$ cat config.mk
export PLATFORM = sky130hd
export DESIGN_NAME = clk_div_ctrl
export DESIGN_NICKNAME = d
export VERILOG_FILES = /design/src/rtl/clk_div_ctrl.sv
export SDC_FILE = /design/constraint.sdc
export NUM_CORES = 1
export LEC_CHECK = 0
export CORE_UTILIZATION = 23
export DETAILED_ROUTE_END_ITERATION = 7
export PLACE_DENSITY = 0.37
export SYNTH_ARGS = -nofsm -noshare
export SYNTH_HDL_FRONTEND = slang
export SYNTH_SLANG_ARGS = --single-unit
$ cat constraint.sdc
create_clock -name orgin_clk -period 3 [get_ports orgin_clk]
set_clock_uncertainty 0.15 [all_clocks]
set_input_delay 0.45 -clock orgin_clk [delete_from_list [all_inputs] [get_ports orgin_clk]]
set_output_delay 0.45 -clock orgin_clk [all_outputs]
set_load 0.005 [all_outputs]
$ cat src/rtl/clk_div_ctrl.sv
// Programmable clock divider: out_clk period is 2*cur_half orgin_clk cycles, 50% duty.
// Half-period changes and stops happen only on a falling toggle, so high phases are never cut or stretched.
module clk_div_ctrl #(
    parameter int CNT_W    = 8,
    parameter int DEF_HALF = 2
) (
    input  logic             orgin_clk,
    input  logic             reset_n,
    input  logic             en,
    input  logic             cfg_valid,
    input  logic [CNT_W-1:0] cfg_half,
    output logic             cfg_ready,
    output logic             out_clk,
    output logic             active,
    output logic             busy
);

    typedef enum logic [1:0] {
        STOP  = 2'd0,
        RUN   = 2'd1,
        DRAIN = 2'd2
    } state_t;

    state_t           state;
    state_t           state_nxt;
    logic [CNT_W-1:0] cnt;
    logic [CNT_W-1:0] cur_half;
    logic [CNT_W-1:0] pend_half;
    logic             pend_vld;

    logic             counting;
    logic             toggle;
    logic             fall_toggle;
    logic             handshake;
    logic             apply;

    // cur_half is never 0 (a zero request is stored as 1), so cur_half-1 cannot wrap.
    assign counting    = (state != STOP);
    assign toggle      = counting && (cnt == (cur_half - CNT_W'(1)));
    assign fall_toggle = toggle && out_clk;
    assign handshake   = cfg_valid && !pend_vld;
    assign apply       = pend_vld && ((state == STOP) || fall_toggle);

    always_ff @(posedge orgin_clk or negedge reset_n) begin
        if (!reset_n) begin
            state <= STOP;
        end else begin
            state <= state_nxt;
        end
    end

    always_comb begin
        state_nxt = state;
        case (state)
            STOP: begin
                if (en) begin
                    state_nxt = RUN;
                end
            end
            RUN: begin
                if (!en) begin
                    state_nxt = DRAIN;
                end
            end
            DRAIN: begin
                if (en) begin
                    state_nxt = RUN;
                end else if (fall_toggle) begin
                    state_nxt = STOP;
                end
            end
            default: state_nxt = STOP;
        endcase
    end

    always_comb begin
        active    = (state != STOP);
        busy      = pend_vld;
        cfg_ready = !pend_vld;
    end

    // A falling toggle already returns cnt to 0, so an apply there needs no extra clear.
    always_ff @(posedge orgin_clk or negedge reset_n) begin
        if (!reset_n) begin
            out_clk   <= 1'b0;
            cnt       <= '0;
            cur_half  <= CNT_W'(DEF_HALF);
            pend_half <= '0;
            pend_vld  <= 1'b0;
        end else begin
            if (handshake) begin
                pend_half <= (cfg_half == '0) ? CNT_W'(1) : cfg_half;
                pend_vld  <= 1'b1;
            end else if (apply) begin
                pend_vld  <= 1'b0;
            end

            if (apply) begin
                cur_half <= pend_half;
            end

            if (!counting) begin
                cnt     <= '0;
                out_clk <= 1'b0;
            end else if (toggle) begin
                cnt     <= '0;
                out_clk <= !out_clk;
            end else begin
                cnt     <= cnt + CNT_W'(1);
            end
        end
    end

endmodule

==> impl_metrics.yaml, run 1 <==
power:
  p_leak_nw: 0.7141
  power.total_mw: 1.393
  peakVddDrop_mv: 0.2686
  p_per_area_mw_per_mm2: 807.2
worst_hold_path:
  worst_hold_startpoint: "state[1]$_DFFE_PN0P_"
  hp-class: "reg2reg"
timing:
  fmax_ghz: 0.3618
  final.setup.tns_ps: 0
  setup_slack_ps: 236.0
  finalHoldViolations: 0
  slew_headroom_pct: 69.16
  finalCritPeriodShare_pct: 92.13
  fin_crit_ps: 2764
  grt_setup_unrepaired: "false"
  setup_viol: 0
  tightest_slew_ps: 462.6
  report.final.slew_viol_count: 0
routing:
  wl_um: 2850
  drc: 0
  vias: 974
  dr.pass1.iters: 4
  drt-initial-drc-count: 11
  viasPerCell: 4.407
  wire_per_inst_um: 12.90
  antenna_left: 0
place:
  gp_congestion: 0.8340
  numPortBuffers: 15
  dpl.hpwl_um: 2121
  dpl_cell_area_mm2: 0.001654
  placedCellCount: 217
  pre_cts_ws_ps: 246.4
global_route:
  grt_max_degree: 29
  grt_pass1_vias: 1058
  grt_antenna_before_repair: 0
  grt_pass1_wl_um: 4981
  grt_overflow: 0
  gr-usage-all-layers_pct: 10.28
clock_network:
  clk_latency_ps: 280
  numCtsBuffers: 3
  cts_tree: "done"
  clock-root-buffer: "clkbuf_8"
  hold_buffers: 0
  cts_sinks: 28
  postCtsSetupBuffers: 0
  htreeDepth: 1
  post_cts_resized: 0
  clk_pin_slew_ps: 100
  cts_buffer_depth: 2
critical_path:
  r2r_start: "cur_half[1]$_DFFE_PN1P_"
  crit_required_ps: 3020
  critPathMaxFanout: 8
  start_kind: "flip-flop"
  endpoint_kind: "flip-flop"
  crit_arrival_ps: 2780
  critPathLaunch: "cur_half[1]$_DFFE_PN1P_"
  crit_type: "reg2reg"
logic_synthesis:
  synth_cells: 127
  async_flop_share_pct: 100.0
  synth_largest_area_cell: "dfrtp_1"
  ys_seq_area_share_pct: 50.13
  ys_types: 35
  yosysMostFrequentCell: "dfrtp_1"
  synth_common_cells: "27 x dfrtp_1, 15 x mux2_2, 11 x nor2_1"
  synthTopCellsByArea: "dfrtp_1 48%, mux2_2 12%, xnor2_1 5.6%"
  avgSynthCellArea_um2: 11.02
  ys.flop_type: "dfrtp_1"
  ys_seq_elements: 28
  syn_area_mm2: 0.001400
  yosysTopAreaCellShare_pct: 48.26
  syn_nets: 141
  ys.warnings.count: 0
  synth-edff-count: 0
floorplanning:
  die_y_um: 80.02
  coreArea_mm2: 0.005886
  die_w_um: 80.02
  dieArea_mm2: 0.006403
  start_util_pct: 23.79
  io_pins: 16
  rows: 28
finish:
  drive_gt1_share_pct: 19.18
  stdcell_area_mm2: 0.001725
  final_nets: 161
  syn2layout_area_growth_pct: 23.23
  insertedDiodeCount: 0
  final_cells: 221
run_status:
  status: "completed"
flow_run:
  cap_violations: 0
[per-layer routing]
layer  part of all wire (%)  vias to the layer above  routed length, µm  GRT usage, %
li1                       -                      480                  -             -
met1                     46                      475               1322         12.26
met2                     49                       15               1392         18.12
met3                    2.9                        4                 83         1.371
met4                    1.9                        0                 53         4.821
met5                      0                        -                  0             0
[cell usage in the layout (no fill, tap or decap), types with 2 or more instances in the layout]
| cell type | n |
|---|---|
| nand3_1 | 4 |
| mux2_2 | 15 |
| inv_1 | 4 |
| xor2_1 | 6 |
| clkbuf_8 | 3 |
| nor4_1 | 2 |
| nor2_1 | 11 |
| clkdlybuf4s50_1 | 15 |
| and3_1 | 3 |
| o21ai_0 | 3 |
| ha_1 | 2 |
| nand2b_1 | 3 |
| nand2_1 | 9 |
| nor2b_1 | 2 |
| buf_4 | 3 |
| nor3_1 | 4 |
| dfrtp_1 | 27 |
| xnor2_1 | 9 |
| or2_2 | 3 |
[through the flow]
stage	util (%)	hold WS, ps
floorplan	-	4.409
global placement	28.10	319.7
detailed placement	28.10	337.7
CTS	29.32	353.1
global route	29.32	386.8
finish	29.32	351.7
[layout make-up]
class,count,area [µm²]
fill,633,4160
sequential,28,701.9
multi-input combinational,92,670.6
timing repair buffer,18,172.7
tap,75,93.84
clock buffer,3,41.29
clock inverter,1,30.03
inverter,4,15.01
[kinds of logic after synthesis]
logic type | count (synthesis) | synth area share (%)
adder cells (fa/ha/maj) | 2 | 1.787
multiplexers | 16 | 12.78
XOR/XNOR | 15 | 9.384
flip-flops | 28 | 50.13
buffers and inverters | 7 | 1.966
AO/OA/AOI/OAI | 13 | 7.328
AND/OR/NAND/NOR | 46 | 16.62
[critical path, stage by stage, from the launching register on]
cell and delay, ps:
dfstp_2 590, inv_1 60, ha_1 240, nor2b_1 160, or3_1 300, nand3_1 90
nand4_1 180, o31ai_4 500, mux2_2 390
[state kept, by name, indices dropped and copies added (netlist names)]
name,count
cnt,8
cur_half,8
pend_half,8
state,2
busy,1
out_clk,1
[final timing paths]
path	end	slack [ps]	cells after the start
setup reg to reg	cur_half[6]$_DFFE_PN0P_	240	8
setup / recovery	cur_half[6]$_DFFE_PN0P_	240	8
min in group asynchronous	pend_half[3]$_DFFE_PN0P_	400	2
hold / removal	state[1]$_DFFE_PN0P_	350	1
max in group asynchronous	cur_half[1]$_DFFE_PN1P_	1990	2
hold reg to reg	state[1]$_DFFE_PN0P_	350	1
[power breakdown]
group	leakage, nW	switching [mW]	internal (mW)
clock network	0.0357	0.126	0.179
logic	0.332	0.212	0.264
registers	0.347	0.116	0.497
total	0.714	0.453	0.940
No activity file was read; power rests on OpenSTA's default activity.
==> run 2: changes to the inputs <==
--- a/config.mk
+++ b/config.mk
@@ -7,5 +7,7 @@
 export LEC_CHECK = 0
+export CELL_PAD_IN_SITES_DETAIL_PLACEMENT = 0
+export CELL_PAD_IN_SITES_GLOBAL_PLACEMENT = 2
 export CORE_UTILIZATION = 23
 export DETAILED_ROUTE_END_ITERATION = 7
-export PLACE_DENSITY = 0.37
+export PLACE_DENSITY = 0.52
 export SYNTH_ARGS = -nofsm -noshare
--- a/constraint.sdc
+++ b/constraint.sdc
@@ -4,2 +4,2 @@
 set_output_delay 0.45 -clock orgin_clk [all_outputs]
-set_load 0.005 [all_outputs]
+set_load 0.01 [all_outputs]
==> run 2 against run 1 <==
Against the previous run: sequential cell count unchanged; largest power group unchanged; critical endpoint is now cur_half[3]$_DFFE_PN0P_; worst setup slack better by 20 ps; cell count unchanged; largest cell class unchanged; clock-buffer cell count up 1.
==> impl_metrics.yaml, run 2 (synthesis results as in run 1) <==
timing:
  fin_crit_ps: 2744
  tightest_slew_ps: 456.0
  grt_setup_unrepaired: "false"
  finalHoldViolations: 0
  fmax_ghz: 0.3644
  report.final.slew_viol_count: 0
  setup_viol: 0
  slew_headroom_pct: 69.60
  final.setup.tns_ps: 0
  finalCritPeriodShare_pct: 91.46
power:
  p_leak_nw: 0.7012
  combPwrFrac_pct: 36.7
  p_sw_mw: 0.4617
  clkPwrFrac_pct: 16.4
  p_int_mw: 0.8581
  swShare_pct: 34.98
  p_seq_share_pct: 47.0
  power.total_mw: 1.320
  peakVddDrop_mv: 0.2963
  p_per_area_mw_per_mm2: 776.8
routing:
  drt-initial-drc-count: 53
  vias: 953
  wl_met3_um: 73
  drc: 0
  antenna_left: 0
  dr.max_layer_used: "met4"
  wl_met1_um: 1410
  dr.pass1.iters: 4
  viasPerCell: 4.312
  wl_um: 2945
  dr_wl_met2_um: 1434
  wire_per_inst_um: 13.33
critical_path:
  critPathMaxFanout: 8
  crit_arrival_ps: 2760
  start_kind: "flip-flop"
  crit_type: "reg2reg"
  endpoint_kind: "flip-flop"
  rrSetupSlack_ps: 260
  rr_endpoint: "cur_half[3]$_DFFE_PN0P_"
  crit_required_ps: 3010
  reg2regPathDepth: 8
  r2r_start: "cur_half[1]$_DFFE_PN1P_"
finish:
  drive_gt1_share_pct: 18.49
  syn2layout_area_growth_pct: 21.36
  insertedDiodeCount: 0
  final_nets: 161
  layout_commonest_cell: "dfrtp_1"
  reg_top3: "cnt x8, cur_half x8, pend_half x8"
  final_cells: 221
  mostFrequentLayoutCells: "27 x dfrtp_1, 15 x mux2_2, 15 x clkdlybuf4s50_1"
worst_hold_path:
  hold_path_depth: 1
  worst_hold_startpoint: "state[1]$_DFFE_PN0P_"
  hp-class: "reg2reg"
  hold_end: "state[1]$_DFFE_PN0P_"
floorplanning:
  start_util_pct: 23.79
  io_pins: 16
  coreArea_mm2: 0.005886
  die_w_um: 80.02
  die_y_um: 80.02
  dieArea_mm2: 0.006403
  rows: 28
place:
  gp_congestion: 0.6999
  dpl.hpwl_um: 2175
  placedCellCount: 217
  numPortBuffers: 15
clock_network:
  clk_pin_slew_ps: 90
  clk_latency_ps: 270
  htreeDepth: 1
  postCtsSetupBuffers: 0
  post_cts_resized: 0
  cts_tree: "done"
  hold_buffers: 0
  numCtsBuffers: 3
  cts_buffer_depth: 2
  cts_sinks: 28
  clock-root-buffer: "clkbuf_8"
global_route:
  gr-usage-all-layers_pct: 10.53
  grt_pass1_wl_um: 5106
  grt_max_degree: 29
  grt_antenna_before_repair: 0
  grt_overflow: 0
  grt_pass1_vias: 1014
run_status:
  status: "completed"
flow_run:
  cap_violations: 0
[run 2: worst max-delay path by stage]
stage                                  startpoint                 endpoint  cells after the start
final                     cur_half[1]$_DFFE_PN1P_  cur_half[3]$_DFFE_PN0P_                      8
after global routing      cur_half[1]$_DFFE_PN1P_  cur_half[3]$_DFFE_PN0P_                      8
after CTS                 cur_half[1]$_DFFE_PN1P_  cur_half[5]$_DFFE_PN0P_                      8
after detailed placement  cur_half[1]$_DFFE_PN1P_  cur_half[5]$_DFFE_PN0P_                      8
after global placement    cur_half[1]$_DFFE_PN1P_  cur_half[7]$_DFFE_PN0P_                      8
after floorplan           cur_half[1]$_DFFE_PN1P_  cur_half[0]$_DFFE_PN0P_                      8
[run 2: cell type report]
class	count	area, µm²
fillers	638	4187
multi-input cells	92	670.6
well taps	75	93.84
inverters	4	15.01
clock buffers	4	45.04
repair buffers	18	172.7
flip-flops and latches	28	701.9
[run 2: critical path: stages, from the launching register on]
cell and delay, ps:
dfstp_2 590, inv_1 50, ha_1 240, nor2b_1 160, or3_1 310, nand3_1 90
nand4_1 170, o31ai_4 490, mux2_2 380
[run 2: stage by stage]
step	area [µm²]	setup WS (ps)	utilization [%]	hold WS, ps
floorplan	1400	456.8	-	4.409
global placement	1654	267.4	28.10	315.6
detailed placement	1654	247.5	28.10	328.8
CTS	1699	223.4	28.87	343.0
global route	1699	46.39	28.87	353.6
finish	1699	256.1	28.87	340.8
[run 2: routing by layer]
layer  GRT usage, %  vias up
li1               -      476
met1          13.62      465
met2          17.69       10
met3          1.829        2
met4          3.393        0
met5              0        -
[run 2: power by group through the flow]
stage,Clock [mW],Sequential [mW],Combinational [mW]
after floorplan,0,0.584,0.376
after global placement,0,0.627,0.489
after CTS,0.225,0.622,0.493
after global routing,0.240,0.647,0.537
after detailed placement,0,0.632,0.488
final,0.216,0.620,0.484
==> run 3: changes to the inputs <==
Settings changed: DONT_BUFFER_PORTS set to 1, PLACE_DENSITY 0.52 to 0.47.
==> run 3 against run 2 <==
Against the previous run: first-iteration DRC count shrank 36%; total power fell by 2.3%; worst setup slack got worse by 25 ps; critical endpoint is now cur_half[2]$_DFFE_PN0P_; largest cell class unchanged; sequential power about the same; critical path depth unchanged; non-clock buffer count fell by 14; core utilization shrank 2.2 points; clock-buffer cell count did not move; combinational power down 6.8%.
==> impl_metrics.yaml, run 3 (synthesis results as in run 1) <==
routing:
  dr.pass1.iters: 4
  drc: 0
  wire_per_inst_um: 13.74
  drt-initial-drc-count: 34
  wl_um: 2845
  vias: 917
  antenna_left: 0
  viasPerCell: 4.430
finish:
  final_cells: 207
  mostFrequentLayoutCells: "27 x dfrtp_1, 15 x mux2_2, 11 x nor2_1"
  final_nets: 147
  drive_gt1_share_pct: 20.45
  layout_commonest_cell: "dfrtp_1"
  insertedDiodeCount: 0
  fillers: 643
  reg_top3: "cnt x8, cur_half x8, pend_half x8"
  stdcell_area_mm2: 0.001572
  syn2layout_area_growth_pct: 12.24
timing:
  finalCritPeriodShare_pct: 92.31
  grt_setup_unrepaired: "false"
  fin_crit_ps: 2769
  final.setup.tns_ps: 0
  finalHoldViolations: 0
  slew_headroom_pct: 68.87
  report.final.slew_viol_count: 0
  tightest_slew_ps: 467.0
  fmax_ghz: 0.3611
  setup_viol: 0
place:
  numPortBuffers: 0
  dpl.hpwl_um: 2130
  gp_congestion: 0.6959
  placedCellCount: 201
  dpl_cell_area_mm2: 0.001496
clock_network:
  cts_sinks: 28
  cts_tree: "done"
  clk_latency_ps: 280
  hold_buffers: 2
  clk_pin_slew_ps: 90
  numCtsBuffers: 3
  cts_buffer_depth: 2
  clock-root-buffer: "clkbuf_8"
  htreeDepth: 1
  post_cts_resized: 0
  postCtsSetupBuffers: 0
floorplanning:
  io_pins: 16
  rows: 28
  dieArea_mm2: 0.006403
  start_util_pct: 23.79
  coreArea_mm2: 0.005886
  die_y_um: 80.02
  die_w_um: 80.02
power:
  p_int_mw: 0.8328
  clkPwrFrac_pct: 16.9
  combPwrFrac_pct: 35.0
  p_per_area_mw_per_mm2: 820.6
  p_sw_mw: 0.4568
  swShare_pct: 35.42
  peakVddDrop_mv: 0.2812
  p_leak_nw: 0.6517
  p_seq_share_pct: 48.2
run_status:
  status: "completed"
global_route:
  met2_usage_pct: 16.15
  grt_pass1_wl_um: 4899
  grt_pass1_vias: 940
  grt-busiest-layer: "met2"
  grt_util_met3_pct: 1.829
  met1_usage_pct: 13.75
  grt_overflow: 0
  grt_max_degree: 29
  grt_antenna_before_repair: 0
  gr-usage-all-layers_pct: 10.11
critical_path:
  crit_arrival_ps: 2790
  start_kind: "flip-flop"
  critPathMaxFanout: 8
  critPathLaunch: "cur_half[1]$_DFFE_PN1P_"
  rrSetupSlack_ps: 230
  crit_type: "reg2reg"
  endpoint_kind: "flip-flop"
  crit_required_ps: 3020
  r2r_start: "cur_half[1]$_DFFE_PN1P_"
flow_run:
  cap_violations: 0
worst_hold_path:
  worst_hold_startpoint: "en"
  hp-class: "in2reg"
==> run 3: final timing paths <==
path                                           end  cells past startpoint
min in group asynchronous         cnt[1]$_DFF_PN0_                      2
setup reg to reg           cur_half[2]$_DFFE_PN0P_                      8
hold / removal                state[1]$_DFFE_PN0P_                      1
setup / recovery           cur_half[2]$_DFFE_PN0P_                      8
max in group asynchronous  cur_half[1]$_DFFE_PN1P_                      2
hold reg to reg               state[1]$_DFFE_PN0P_                      1
==> run 3: cell type report <==
class	count	area (µm²)	share of cell area [%]
Clock buffer	4	45.04	2.866
Inverter	4	15.01	0.9554
Multi-Input combinational cell	92	670.6	42.68
Sequential cell	28	701.9	44.67
Tap cell	75	93.84	5.971
Timing Repair Buffer	4	45.04	2.866
==> run 3: worst max-delay path, cell delays in order (launching register included) <==
cell	delay [ps]
dfstp_2	580
inv_1	50
ha_1	250
nor2b_1	170
or3_1	310
nand3_1	90
nand4_1	180
o31ai_4	500
mux2_2	390
==> run 3: per-layer routing <==
layer | part of all wire, % | wire, µm
met3 | 3.4 | 97
met1 | 48 | 1372
met2 | 47 | 1337
met5 | 0 | 0
met4 | 1.3 | 38
==> run 3: through the flow <==
| step | util [%] | power [mW] | hold slack (ps) | setup WS [ps] |
|---|---|---|---|---|
| 2_1_floorplan | - | 0.9596 | 4.409 | 456.8 |
| 3_3_place_gp | 25.43 | 1.074 | 5.614 | 253.3 |
| 3_5_place_dp | 25.43 | 1.071 | 5.654 | 218.2 |
| 4_1_cts | 26.70 | 1.310 | 66.77 | 195.8 |
| 5_1_grt | 26.70 | 1.385 | 63.39 | 57.80 |
| 6_report | 26.70 | 1.290 | 76.85 | 230.6 |
==> run 3: power groups by stage <==
stage                     clock, mW  sequential (mW)  combinational (mW)
final                         0.218            0.621               0.451
after floorplan                   0            0.584               0.376
after global placement            0            0.629               0.445
after global routing          0.239            0.642               0.504
after CTS                     0.230            0.624               0.456
after detailed placement          0            0.632               0.439
